$ cat src/rtl/revo_marker_generator_pkg.sv
// Shared definitions for the revolution marker generator: lock FSM encoding,
// SuperKEKB ring constants and the word-alignment priority encoder.
package revo_marker_generator_pkg;

  // Lock tracking states.
  typedef enum logic [1:0] {
    ST_UNLOCKED = 2'd0,
    ST_CHECKING = 2'd1,
    ST_LOCKED   = 2'd2
  } lock_state_e;

  // SuperKEKB ring: quad bunches per revolution and bunch sub-slots per word.
  localparam int SKB_QUAD_BUNCHES = 1280;
  localparam int SKB_SUBSLOTS     = 8;

  // Index of the first set bit counting from the MSB (bit 7 -> 0, bit 0 -> 7).
  function automatic logic [2:0] first_set_from_msb(input logic [SKB_SUBSLOTS-1:0] word);
    logic [2:0] idx;
    idx = 3'd0;
    // Walk from the latest slot toward the earliest so the earliest set bit wins.
    for (int i = SKB_SUBSLOTS - 1; i >= 0; i--) begin
      if (word[SKB_SUBSLOTS-1-i]) begin
        idx = 3'(i);
      end
    end
    return idx;
  endfunction

endpackage

$ cat src/rtl/revo_marker_generator_edge_detector.sv
// Detects the rising edge of the revolution word (previous word all-zero,
// current word non-zero) and reports where inside the word the edge sits.
module revo_edge_detector
  import revo_marker_generator_pkg::*;
(
  input  logic                    clock,
  input  logic                    reset,
  input  logic [SKB_SUBSLOTS-1:0] revo_word_i,
  output logic                    edge_flag_o,
  output logic [2:0]              align_o
);

  logic [SKB_SUBSLOTS-1:0] prev_word_q;

  // Previous word register; preset to all-ones so the first word after reset
  // can never look like an edge.
  always_ff @(posedge clock) begin
    if (!reset) begin
      prev_word_q <= '1;
    end else begin
      prev_word_q <= revo_word_i;
    end
  end

  assign edge_flag_o = (prev_word_q == '0) && (revo_word_i != '0);
  assign align_o     = first_set_from_msb(revo_word_i);

endmodule

$ cat src/rtl/revo_marker_generator.sv
// Locks to the per-clock revolution word, tracks the bunch phase within the
// revolution and emits a one-hot bunch marker at the selected position.
module revo_marker_generator
  import revo_marker_generator_pkg::*;
#(
  parameter int REVOLUTION_LENGTH = SKB_QUAD_BUNCHES,
  parameter int LOCK_COUNT        = 4,
  parameter int PHASE_WIDTH       = 11
) (
  input  logic        clock,
  input  logic        reset,
  input  logic [7:0]  revo_word,
  input  logic        enable,
  input  logic [13:0] bunch_select,
  output logic [7:0]  marker_word,
  output logic        locked,
  output logic [15:0] revolution_count,
  output logic [7:0]  lock_loss_count
);

  localparam logic [PHASE_WIDTH-1:0] PHASE_SAT  = PHASE_WIDTH'(REVOLUTION_LENGTH);
  localparam logic [PHASE_WIDTH-1:0] PHASE_LAST = PHASE_WIDTH'(REVOLUTION_LENGTH - 1);
  localparam int                     GOOD_W     = $clog2(LOCK_COUNT) + 1;
  localparam logic [GOOD_W-1:0]      GOOD_LAST  = GOOD_W'(LOCK_COUNT - 1);

  logic                   edge_flag;
  logic [2:0]             align;
  lock_state_e            state_q, state_d;
  logic [PHASE_WIDTH-1:0] phase_q, phase_d;
  logic [GOOD_W-1:0]      good_q, good_d;
  logic [2:0]             align_q, align_d;
  logic [15:0]            rev_cnt_q, rev_cnt_d;
  logic [7:0]             loss_q, loss_d;
  logic [7:0]             marker_q, marker_d;
  logic                   good_edge;
  logic                   timeout;
  logic [10:0]            sel_phase;
  logic                   sel_hit;

  revo_edge_detector u_edge (
    .clock       (clock),
    .reset       (reset),
    .revo_word_i (revo_word),
    .edge_flag_o (edge_flag),
    .align_o     (align)
  );

  // A period is good when the edge lands exactly one revolution after the last
  // one with the same intra-word alignment; timeout is the phase reaching
  // saturation without an edge.
  assign good_edge = (phase_q == PHASE_LAST) && (align == align_q);
  assign timeout   = !edge_flag && (phase_q == PHASE_LAST);

  // Phase for the current input cycle: reload on edge, otherwise count and
  // stick at the revolution length.
  always_comb begin
    phase_d = phase_q;
    if (edge_flag) begin
      phase_d = '0;
    end else if (phase_q != PHASE_SAT) begin
      phase_d = phase_q + PHASE_WIDTH'(1);
    end
  end

  // Marker compare uses the reloaded phase so position 0 fires on the edge
  // cycle; selections at or beyond the revolution length never match, even
  // against the saturated phase.
  assign sel_phase = bunch_select[13:3];
  assign sel_hit   = (32'(sel_phase) < 32'(REVOLUTION_LENGTH)) &&
                     (32'(sel_phase) == 32'(phase_d));

  always_comb begin
    marker_d = 8'h00;
    if (enable && (state_q == ST_LOCKED) && sel_hit) begin
      marker_d = 8'h80 >> bunch_select[2:0];
    end
  end

  // Lock FSM next state plus the good-period, alignment and slow-control counters.
  always_comb begin
    state_d   = state_q;
    good_d    = good_q;
    align_d   = align_q;
    rev_cnt_d = rev_cnt_q;
    loss_d    = loss_q;
    case (state_q)
      ST_UNLOCKED: begin
        if (edge_flag) begin
          state_d = ST_CHECKING;
          good_d  = '0;
          align_d = align;
        end
      end
      ST_CHECKING: begin
        if (edge_flag) begin
          if (good_edge) begin
            if (good_q == GOOD_LAST) begin
              state_d = ST_LOCKED;
            end else begin
              good_d = good_q + GOOD_W'(1);
            end
          end else begin
            good_d  = '0;
            align_d = align;
          end
        end else if (timeout) begin
          state_d = ST_UNLOCKED;
        end
      end
      ST_LOCKED: begin
        if (edge_flag && good_edge) begin
          rev_cnt_d = rev_cnt_q + 16'd1;
        end else if (edge_flag || timeout) begin
          state_d = ST_UNLOCKED;
          loss_d  = (loss_q == 8'hFF) ? loss_q : loss_q + 8'd1;
        end
      end
      default: state_d = ST_UNLOCKED;
    endcase
  end

  // State and output registers.
  always_ff @(posedge clock) begin
    if (!reset) begin
      state_q   <= ST_UNLOCKED;
      phase_q   <= PHASE_SAT;
      good_q    <= '0;
      align_q   <= 3'd0;
      rev_cnt_q <= 16'd0;
      loss_q    <= 8'd0;
      marker_q  <= 8'h00;
    end else begin
      state_q   <= state_d;
      phase_q   <= phase_d;
      good_q    <= good_d;
      align_q   <= align_d;
      rev_cnt_q <= rev_cnt_d;
      loss_q    <= loss_d;
      marker_q  <= marker_d;
    end
  end

  assign marker_word      = marker_q;
  assign locked           = (state_q == ST_LOCKED);
  assign revolution_count = rev_cnt_q;
  assign lock_loss_count  = loss_q;

endmodule
$ cat config.mk
export PLATFORM = sky130hd
export DESIGN_NAME = revo_marker_generator
export DESIGN_NICKNAME = d
export VERILOG_FILES = /design/src/rtl/revo_marker_generator_pkg.sv /design/src/rtl/revo_marker_generator_edge_detector.sv /design/src/rtl/revo_marker_generator.sv
export SDC_FILE = /design/constraint.sdc
export NUM_CORES = 1
export LEC_CHECK = 0
export ABC_AREA = 1
export CAP_MARGIN = 20
export CORE_UTILIZATION = 53
export CTS_CLUSTER_DIAMETER = 30
export DETAILED_ROUTE_END_ITERATION = 7
export GPL_TIMING_DRIVEN = 0
export HOLD_SLACK_MARGIN = 0.06
export PLACE_DENSITY_LB_ADDON = 0.2
export SYNTH_ARGS = -nofsm -noshare
export SYNTH_HDL_FRONTEND = slang
export SYNTH_SLANG_ARGS = --single-unit
export TNS_END_PERCENT = 10
$ cat constraint.sdc
create_clock -name clock -period 2.3 [get_ports clock]
set_input_delay 0.46 -clock clock [delete_from_list [all_inputs] [get_ports clock]]
set_output_delay 0.46 -clock clock [all_outputs]
set_load 0.005 [all_outputs]
==> metrics.log <==
INFO  metric synth-adder-area-share = 2.307%
INFO  metric dr.first_iter.drc_count = 166
INFO  metric unrepaired_setup_endpoints_after_global_routing = yes
INFO  metric detail_route.wirelength = 8118 um
INFO  metric final_cell_count_no_fill = 645
INFO  metric async_s_r_ff_share_synth = 0%
INFO  metric synth_enable_flop_cells = 0
INFO  metric die_area = 6458 sq um
INFO  metric netSwitchingPower = 0.5851 mW
INFO  metric critPathMaxStageDelay = 500 ps
INFO  metric max_cap_violations = 0
INFO  metric cp_slowest_cell = sky130_fd_sc_hd__clkdlybuf4s50_1
INFO  metric io_buffer_count = 57
INFO  metric post_cts_hold_buffer_count = 0
INFO  metric deepest_clock_path_buffer_count = 2
INFO  metric total_leakage_power = 1.803 nW
INFO  metric grt_start_max_net_pins = 11
INFO  metric crit_path_end_kind = flop
INFO  metric critical_path_arrival = 2460 ps
INFO  metric critical_path_buf_inv_count = 3
INFO  metric core_area = 5921 sq um
INFO  metric cp_max_fo = 8
INFO  metric ys_seq_elements = 59
INFO  metric timing.slew.headroom = 60.10%
INFO  metric timing.critical_path.cells = clkdlybuf4s50_1 > nor2_2 > and2_4 > nand2_1 > nand2_4 > inv_1 > nor2_1 > a211oi_4 > nand2_4 > inv_2 > nand2_1 > nand2_1 > nor2_1
INFO  metric p_int = 1.670 mW
INFO  metric crit_path_frequent_cell = sky130_fd_sc_hd__nand2_1
INFO  metric power = 2.255 mW
INFO  metric number_of_antenna_violations_at_the_first_check_in_global_routing = 0
INFO  metric syn_avg_cell_area = 6.655 sq um
INFO  metric fin_crit_sh = 97.15%
INFO  metric placed_instances = 621
INFO  metric yosysMostFrequentCell = sky130_fd_sc_hd__nand2_1
INFO  metric fin_worst_skew = 9.346 ps
INFO  metric post-route-drc-count = 0
INFO  metric via_per_inst = 5.223
INFO  metric placement_rows = 28
INFO  metric p_sw_share = 25.95%
INFO  metric power_frac_seq = 47.0%
INFO  metric complex_gate_fraction_of_the_synthesized_area = 6.844%
INFO  metric post_synth_and_or_nand_nor_area_fraction = 41.56%
INFO  metric cellPowerDensity = 531.2 nW/um^2
INFO  metric grt_pass1_vias = 3041
INFO  metric synth_area = 3254 sq um
INFO  metric tritoncts = yes
INFO  metric hp-class = input pin to flop
INFO  metric path_class = input pin to flop
INFO  metric worst_pin_slew = 598.5 ps
INFO  metric vias_after_detailed_routing = 3369
INFO  metric final-hold-violation-count = 0
INFO  metric flow.area_growth_from_synthesis = 30.41%
INFO  metric drt-wirelength-per-cell = 12.59 um
INFO  metric start_util = 54.97%
INFO  metric cts-htree-levels = 3
INFO  metric place_congestion = 0.8388
INFO  metric synth.area.mux_share = 0%
INFO  metric fin_crit = 2235 ps
INFO  metric dieWidth = 80.36 um
INFO  metric setup.reg_to_reg.worst_slack = 170 ps
INFO  metric post-synth-top-area-cell = sky130_fd_sc_hd__dfxtp_1
INFO  metric worst_r2r_endpoint = revolution_count[11]
INFO  metric synth_top_cell_area_share = 36.29%
INFO  metric synth-seq-area-share = 36.29%
INFO  metric regToRegStartpoint = phase_q[0]
INFO  metric dieHeight = 80.36 um
INFO  metric drt-pass1-iter-count = 5
INFO  metric clock_sinks = 59
INFO  metric synthXorXnorAreaFrac = 4.037%
INFO  metric drive_gt1_share = 11.05%
INFO  metric overflow = 0
INFO  metric postSynth.topFlopCell = sky130_fd_sc_hd__dfxtp_1
INFO  metric synth_top_family_by_area = simple AND/OR/NAND/NOR gates
INFO  metric outcome = finished clean
INFO  metric synth_cell_types = 34
INFO  metric critical-path-top-delay-family = simple AND/OR/NAND/NOR gates
INFO  metric maximum_frequency_from_static_timing_analysis = 0.4475 GHz
INFO  metric ant_nets = 0
INFO  metric fin_hold_ws = 388.9 ps
INFO  metric top_level_ports = 58
INFO  metric overall_global_routing_resource_usage = 25.47%
INFO  metric post_synth_inst_count = 489
INFO  metric yosys_warnings = 0
INFO  metric worst_hold_path.endpoint = u_edge.prev_word_q[2]
INFO  metric antennaDiodeCount = 0
INFO  metric endpoints_failing_setup = 0
INFO  metric synth_area_leaders = sky130_fd_sc_hd__dfxtp_1 (36%), sky130_fd_sc_hd__nand2_1 (14%), sky130_fd_sc_hd__nor2_1 (9.7%)
INFO  metric r2r.worst_path.cells = 12
INFO  metric cell_depth_of_the_worst_hold_path = 3
INFO  metric hpwlAfterDp = 5705 um
INFO  metric finalMaxSlewViolations = 0
INFO  metric synth.net_count = 520
INFO  metric grt_first_pass_wirelength = 12830 um
INFO  metric crit_path_start_kind = input pin
INFO  metric clkLatencyLatePin = 340 ps
INFO  metric clkSlewWorstSetupHoldPaths = 70 ps
INFO  metric fin_util = 71.68%
INFO  metric critical_path_required = 2530 ps
INFO  metric clock-root-buffer = sky130_fd_sc_hd__clkbuf_8
INFO  metric fin_tns_setup = 0 ps
INFO  metric peakVddDrop = 0.0005373 V
INFO  metric clockPowerShare = 42.0%
INFO  metric numnets_final = 596
INFO  metric comb_power_share = 11.0%
INFO  metric netlist_top_cells_count = sky130_fd_sc_hd__nand2_1 (121), sky130_fd_sc_hd__nor2_1 (84), sky130_fd_sc_hd__inv_1 (61), sky130_fd_sc_hd__dfxtp_1 (59), sky130_fd_sc_hd__nand3_1 (46)
INFO  metric cts-buffers-inserted = 9
INFO  metric timing.hold.worst.start = revo_word[2]
==> cell usage in the layout, fill, tap and decap left out, types with 2 or more instances in the layout <==
cell	Yosys	routed
sky130_fd_sc_hd__nand3_1	46	44
sky130_fd_sc_hd__o21ai_2	2	2
sky130_fd_sc_hd__dfxtp_1	59	59
sky130_fd_sc_hd__nand2_2	2	3
sky130_fd_sc_hd__clkbuf_8	0	10
sky130_fd_sc_hd__nor3_1	8	8
sky130_fd_sc_hd__clkinv_2	0	5
sky130_fd_sc_hd__nor2_4	2	4
sky130_fd_sc_hd__buf_4	0	9
sky130_fd_sc_hd__xnor2_1	2	2
sky130_fd_sc_hd__ha_1	6	5
sky130_fd_sc_hd__o21ai_0	14	13
sky130_fd_sc_hd__o21bai_2	2	2
sky130_fd_sc_hd__clkdlybuf4s50_1	0	56
sky130_fd_sc_hd__nor3b_1	2	2
sky130_fd_sc_hd__nand2_1	121	119
sky130_fd_sc_hd__nor2_1	84	79
sky130_fd_sc_hd__nand2_4	2	3
sky130_fd_sc_hd__nand4_1	18	18
sky130_fd_sc_hd__nand3_2	3	5
sky130_fd_sc_hd__inv_1	61	60
sky130_fd_sc_hd__xor2_1	13	13
sky130_fd_sc_hd__inv_2	2	3
sky130_fd_sc_hd__a21oi_1	14	14
sky130_fd_sc_hd__nand3b_1	4	4
sky130_fd_sc_hd__clkbuf_1	4	4
sky130_fd_sc_hd__nor2_2	4	7
==> power groups by stage <==
stage | Sequential (mW) | Clock (mW) | Combinational [mW]
global placement | 1.08 | 0 | 0.228
finish | 1.06 | 0.948 | 0.248
floorplan | 1.07 | 0 | 0.157
global route | 1.06 | 1.00 | 0.276
detailed placement | 1.08 | 0 | 0.239
CTS | 1.05 | 0.947 | 0.241
==> logic make-up after synthesis <==
logic type,count (synthesis)
simple gates,300
buf+inv,73
flops,59
compound gates,36
xor+xnor,15
fa+ha+maj,6
==> routing by layer <==
metal / global-route usage [%] / wire [um] / vias to the layer above / share of wire (%)
met3: 4.773 / 346 / 22 / 4.3
met1: 28.91 / 3417 / 1552 / 42
met5: 0 / 0 / - / 0
met2: 45.42 / 4136 / 86 / 51
li1: - / - / 1709 / -
met4: 12.14 / 217 / 0 / 2.7
==> worst max-delay path by stage <==
stage / to / cells past startpoint / from
CTS: locked / 4 / state_q[0]
global route: marker_word[7] / 14 / revo_word[5]
floorplan: revolution_count[5] / 10 / phase_q[0]
detailed placement: marker_word[5] / 14 / revo_word[7]
finish: lock_loss_count[0] / 13 / revo_word[4]
global placement: marker_word[0] / 14 / revo_word[7]
==> flip-flops by register name (all words and copies together) (netlist names) <==
| register | count |
|---|---|
| align_q | 3 |
| u_edge.prev_word_q | 8 |
| revolution_count | 16 |
| good_q | 3 |
| state_q | 2 |
| lock_loss_count | 8 |
| phase_q | 11 |
| marker_word | 8 |
==> worst reg2reg max path, stage by stage (launching register included) <==
cell and delay (ps):
sky130_fd_sc_hd__dfxtp_1 420, sky130_fd_sc_hd__ha_4 200, sky130_fd_sc_hd__nand3_2 120, sky130_fd_sc_hd__nor3_4 170
sky130_fd_sc_hd__nand3_2 140, sky130_fd_sc_hd__clkinv_1 120, sky130_fd_sc_hd__nand3_2 110, sky130_fd_sc_hd__nor2_4 200
sky130_fd_sc_hd__nand3_4 110, sky130_fd_sc_hd__buf_6 170, sky130_fd_sc_hd__nor2_1 80, sky130_fd_sc_hd__o21ai_0 90
sky130_fd_sc_hd__nor2_1 120
==> metrics by stage <==
step	cell area [sq um]	worst slack [ps]
floorplan	3254	471.9
global placement	3919	-261.6
detailed placement	3919	-292.1
CTS	4113	31.79
global route	4244	-57.81
finish	4244	65.48
==> final cells by class <==
type,count,area (sq um)
flip-flops and latches,59,1181
repair buffers,65,633.1
inverters,65,246.5
clock inverters,6,55.05
well taps,75,93.84
multi-input cells,357,1843
clock buffers,10,137.6
plain buffers,8,53.80
fillers,478,1677
==> timing repair <==
item                                    4_1_cts  5_1_grt
resized for setup                             1       22
buffers inserted                              0        8
endpoints found under the setup margin        1       34
pin swaps                                     0       10
(Power assumes the default switching activity.)
